## config.mk

```make
export PLATFORM = sky130hd
export DESIGN_NAME = cpu_datapath
export DESIGN_NICKNAME = d
export VERILOG_FILES = /design/src/rtl/cpu_datapath.sv
export SDC_FILE = /design/constraint.sdc
export NUM_CORES = 1
export LEC_CHECK = 0
export CORE_ASPECT_RATIO = 0.5
export CORE_MARGIN = 3
export CORE_UTILIZATION = 40
export CTS_CLUSTER_SIZE = 10
export DETAILED_ROUTE_END_ITERATION = 8
export SYNTH_ARGS = -nofsm -noshare
export SYNTH_HDL_FRONTEND = slang
export SYNTH_SLANG_ARGS = --single-unit
```

## constraint.sdc

```tcl
create_clock -name i_clk -period 6 [get_ports i_clk]
set_clock_uncertainty 0.05 [all_clocks]
set_input_delay 0.6 -clock i_clk [delete_from_list [all_inputs] [get_ports i_clk]]
set_output_delay 0.6 -clock i_clk [all_outputs]
set_load 0.03 [all_outputs]
```

## src/rtl/cpu_datapath.sv

```systemverilog
// cpu_datapath: PC, instruction register, 16x16 register file, ALU and
// registered Z/N/C flags, driven by per-cycle command strobes.
module cpu_datapath #(
  parameter int DATA_W = 16,
  parameter int PC_W   = 8
) (
  input  logic              i_clk,
  input  logic              i_rst_n,
  input  logic              i_pc_clr,
  input  logic              i_pr_id,
  input  logic              i_pc_ic,
  output logic [PC_W-1:0]   o_i_addr,
  input  logic [DATA_W-1:0] i_i_rdata,
  output logic [DATA_W-1:0] o_ir,
  input  logic [DATA_W-1:0] i_d_rdata,
  output logic [DATA_W-1:0] o_d_wdata,
  input  logic              i_rf_s,
  input  logic              i_rf_w_en,
  input  logic [3:0]        i_rf_a_addr,
  input  logic [3:0]        i_rf_b_addr,
  input  logic [3:0]        i_rf_w_addr,
  input  logic [2:0]        i_alu_s,
  output logic              o_alu_z,
  output logic              o_alu_n,
  output logic              o_alu_c
);

  typedef enum logic [2:0] {
    ALU_PASS = 3'd0,
    ALU_ADD  = 3'd1,
    ALU_SUB  = 3'd2,
    ALU_AND  = 3'd3,
    ALU_OR   = 3'd4,
    ALU_XOR  = 3'd5,
    ALU_NOT  = 3'd6,
    ALU_SHL  = 3'd7
  } alu_op_e;

  logic [PC_W-1:0]   r_pc;
  logic [DATA_W-1:0] r_ir;
  logic [DATA_W-1:0] r_rf [16];
  logic              r_z;
  logic              r_n;
  logic              r_c;

  logic [DATA_W-1:0] w_a;
  logic [DATA_W-1:0] w_b;
  logic [DATA_W:0]   w_sum;
  logic [DATA_W-1:0] w_alu_q;
  logic              w_alu_c;
  logic [DATA_W-1:0] w_wb;
  logic              w_flag_upd;
  alu_op_e           w_op;

  assign w_op       = alu_op_e'(i_alu_s);
  assign w_a        = r_rf[i_rf_a_addr];
  assign w_b        = r_rf[i_rf_b_addr];
  assign w_wb       = i_rf_s ? i_d_rdata : w_alu_q;
  assign w_flag_upd = i_rf_w_en & ~i_rf_s;

  assign o_i_addr  = r_pc;
  assign o_ir      = r_ir;
  assign o_d_wdata = w_a;
  assign o_alu_z   = r_z;
  assign o_alu_n   = r_n;
  assign o_alu_c   = r_c;

  // ALU: result and carry-out for the selected function
  always_comb begin
    w_sum   = '0;
    w_alu_q = '0;
    w_alu_c = 1'b0;
    case (w_op)
      ALU_PASS: w_alu_q = w_a;
      ALU_ADD: begin
        w_sum   = {1'b0, w_a} + {1'b0, w_b};
        w_alu_q = w_sum[DATA_W-1:0];
        w_alu_c = w_sum[DATA_W];
      end
      ALU_SUB: begin
        // A + ~B + 1: carry out set means no borrow
        w_sum   = {1'b0, w_a} + {1'b0, ~w_b} + {{DATA_W{1'b0}}, 1'b1};
        w_alu_q = w_sum[DATA_W-1:0];
        w_alu_c = w_sum[DATA_W];
      end
      ALU_AND: w_alu_q = w_a & w_b;
      ALU_OR:  w_alu_q = w_a | w_b;
      ALU_XOR: w_alu_q = w_a ^ w_b;
      ALU_NOT: w_alu_q = ~w_a;
      ALU_SHL: begin
        w_alu_q = {w_a[DATA_W-2:0], 1'b0};
        w_alu_c = w_a[DATA_W-1];
      end
      default: w_alu_q = w_a;
    endcase
  end

  // PC and IR: clear has priority over fetch/increment
  always_ff @(posedge i_clk or negedge i_rst_n) begin
    if (!i_rst_n) begin
      r_pc <= '0;
      r_ir <= '0;
    end else if (i_pc_clr) begin
      r_pc <= '0;
      r_ir <= '0;
    end else begin
      if (i_pc_ic) r_pc <= r_pc + PC_W'(1);
      if (i_pr_id) r_ir <= i_i_rdata;
    end
  end

  // Register file write-back; reads are combinational with no bypass
  always_ff @(posedge i_clk or negedge i_rst_n) begin
    if (!i_rst_n) begin
      for (int unsigned i = 0; i < 16; i++) r_rf[i] <= '0;
    end else if (i_rf_w_en) begin
      r_rf[i_rf_w_addr] <= w_wb;
    end
  end

  // Flags capture only on ALU write-back, not on memory loads or idle cycles
  always_ff @(posedge i_clk or negedge i_rst_n) begin
    if (!i_rst_n) begin
      r_z <= 1'b0;
      r_n <= 1'b0;
      r_c <= 1'b0;
    end else if (w_flag_upd) begin
      r_z <= (w_alu_q == '0);
      r_n <= w_alu_q[DATA_W-1];
      r_c <= w_alu_c;
    end
  end

endmodule

```

==> results.yml <==
outcome:
  status: "finished clean"
finish:
  syn2layout_area_growth_pct: 14.61
  stdcell_area_sq_um: 20450
  drive_gt1_frac: 0.1888
  nNetsFinal: 1870
  diodes: 0
yosys:
  synth_top_family_by_area: "multiplexers"
  avgSynthCellArea_sq_um: 10.58
  synth_cells: 1687
  ys_seq_elements: 283
  yosys-mux-area-fraction: 0.2437
  synth_area_leaders: "dfrtp_1, mux4_2, a21oi_1, nor2_1, mux2_2"
  yosysWarningCount: 0
  synth.most_common_cell: "dfrtp_1"
  ys_async_sr_fraction: 1.000
  synth_fa_ha_area_frac: 0.03661
  synth_top_area_frac: 0.3969
  synth_xor_area_frac: 0.006382
  ys_top_cells_by_count: "dfrtp_1, nor2_1, a21oi_1"
  synth-compound-area-share: 0.1521
  synth-edff-count: 0
  synth_top_area_cell: "dfrtp_1"
  ys_seq_area_frac: 0.3969
  synth-simple-area-share: 0.1121
  synth_cell_types: 83
  syn_nets: 1792
  ys.flop_type: "dfrtp_1"
  synth_area_sq_um: 17840
routing:
  drtPass1Iterations: 7
  drc: 0
  routed-via-count: 14444
  via_per_inst: 6.128
  highest_layer: "met4"
  drt_wl_total_um: 58330
  wl_met1_um: 25790
  drt_iter0_drc: 1599
  routedWlPerCell_um: 24.75
  wl_met2_um: 26210
  met3_length_um: 4839
  ant_nets: 0
worst_setup_path:
  worstPathRequired_ps: 6340
  crit_buf_inv: 4
  worst_path_max_delay_cell: "a221oi_2"
  worstSetupStartpointType: "input port"
  worst_ep_arrival_time_ps: 5530
  crit_path_frequent_cell: "buf_4"
  path_cells: "buf_2 -> mux4_2 -> a22o_1 -> a221oi_2 -> ha_1 -> o21bai_1 -> nand3_1 -> a21oi_1 -> o22ai_1 -> o41ai_1 -> buf_4 -> a2111oi_0 -> nor3b_1 -> buf_4 -> o31ai_2 -> buf_4 -> mux2_2"
  end_kind: "flop"
  critPathMaxStageDelay_ps: 610
  cpLargestDelayFamily: "compound AO/OA/AOI/OAI gates"
  worstPathMaxFanout: 16
  reg2reg_setup_slack_ps: 920
  critical_path_class: "in2reg"
timing:
  whs_ps: 11.00
  worst_pin_slew_ps: 1072
  drv_slew: 0
  fmax_mhz: 192.6
  maxSlewHeadroom: 0.2845
  fin_crit_sh: 0.8654
  post-route-min-period_ps: 5192
  grt_setup_unrepaired: "no"
  hold_viol: 0
  setup_viol: 0
  setup_tns_ps: 0
grt:
  grt_max_degree: 134
  grt_use_total: 0.2451
  grt_pass1_wl_um: 89670
  grt.overflow.total: 0
  antenna_found_initial: 0
  grt_pass1_vias: 14270
power:
  power_frac_clock: 0.230
  comb_power_share: 0.421
  power.static_leakage_nw: 8.607
  switching_share: 0.3767
  p_per_area_nw_per_um2: 401.8
  net-switching-power_mw: 3.095
  max-vdd-ir-drop_v: 0.0001751
  intPower_mw: 5.121
  pwr-share-seq: 0.349
die:
  fp.dieH_um: 155.3
  die_w_um: 304.7
  row_count: 54
  ios: 97
  core_sq_um: 43780
  die_area_sq_um: 47330
  start_util: 0.4075
clocking:
  cts_tree: "done"
  cts_sinks: 283
  postCtsSetupBuffers: 0
  postCtsHoldBufs: 0
  cts_inserted_buffers: 34
  cts_max_level: 2
  post_cts_resized: 0
  cts_root_buffer: "clkbuf_16"
  cts.path.max_buffers: 3
  clkTransAtPathRegs_ps: 60
  clk_latency_ps: 520
placement:
  dp_hpwl_um: 40420
  port_buffers: 96
  place_congestion: 0.9384
  placed_area_sq_um: 19470
job:
  maxCapViolations: 0
min_path:
  hold_path_class: "in2async"
per-stage QoR:
| step | setup slack, ps | power, mW | util | cells |
|---|---|---|---|---|
| after floorplan | 606.1 | 5.126 | - | 1687 |
| after global placement | 399.8 | 6.221 | 0.4448 | 2317 |
| after detailed placement | 378.7 | 6.266 | 0.4448 | 2317 |
| after CTS | 898.3 | 8.191 | 0.4670 | 2357 |
| after global routing | 495.7 | 8.693 | 0.4670 | 2357 |
| final | 807.8 | 8.216 | 0.4670 | 2357 |
per-layer routing:
| metal | vias up | global-route usage |
|---|---|---|
| li1 | 6379 | - |
| met1 | 7298 | 0.3467 |
| met2 | 666 | 0.3832 |
| met3 | 101 | 0.05210 |
| met4 | 0 | 0.06934 |
| met5 | - | 0 |
state kept, by name, indices dropped and copies added (netlist names):
name and cells:
o_alu_z 1, o_ir 16, r_rf 256, o_alu_n 1, o_alu_c 1, o_i_addr 8
cells in the final DEF (no fill, tap or decap), drive strengths merged, types with 6 or more instances in the layout:
master / count
dfrtp: 283
nor2: 213
a21oi: 173
mux4: 136
nand2: 132
o21ai: 123
buf: 91
clkdlybuf4s50: 89
mux2: 57
mux2i: 56
inv: 52
ha: 49
clkbuf: 39
nor2b: 16
o22ai: 16
nand3: 14
a31oi: 14
nor3: 14
o31ai: 13
a22oi: 12
o211ai: 11
o21a: 10
nand2b: 9
nand4: 9
and2: 8
xnor2: 8
a221oi: 8
o221ai: 7
a211oi: 7
or3: 6
a21o: 6
final timing paths:
kind	startpoint	end	cells past startpoint
worst max-delay path	i_rf_a_addr[0]	r_rf[175]$_DFFE_PN0P_	17
worst min-delay path	i_rst_n	r_rf[236]$_DFFE_PN0P_	1
worst max register to register	r_rf[65]$_DFFE_PN0P_	r_rf[175]$_DFFE_PN0P_	16
worst min register to register	o_alu_c$_DFFE_PN0P_	o_alu_c$_DFFE_PN0P_	2
max in group asynchronous	i_rst_n	r_rf[81]$_DFFE_PN0P_	2
min in group i_clk	o_alu_c$_DFFE_PN0P_	o_alu_c$_DFFE_PN0P_	2
power by group through the flow:
stage          clock network [mW]  logic (mW)  registers [mW]
6_report                     1.89        3.46            2.87
3_5_place_dp                    0        3.39            2.88
3_3_place_gp                    0        3.36            2.86
2_1_floorplan                   0        2.38            2.74
5_1_grt                      2.01        3.75            2.93
4_1_cts                      1.93        3.41            2.85
cell type report:
type	instances	area, sq um
Fill cell	4057	23330
Multi-Input combinational cell	1214	9852
Sequential cell	283	7082
Timing Repair Buffer	180	1609
Clock buffer	39	943.4
Tap cell	588	735.7
Inverter	52	195.2
Clock inverter	1	30.03
cells by family after synthesis:
kind of cell | count (synthesis)
XOR/XNOR | 13
AO/OA/AOI/OAI | 448
buffers and inverters | 190
adder cells (fa/ha/maj) | 51
AND/OR/NAND/NOR | 453
flip-flops | 283
multiplexers | 249
(Power assumes the default switching activity.)
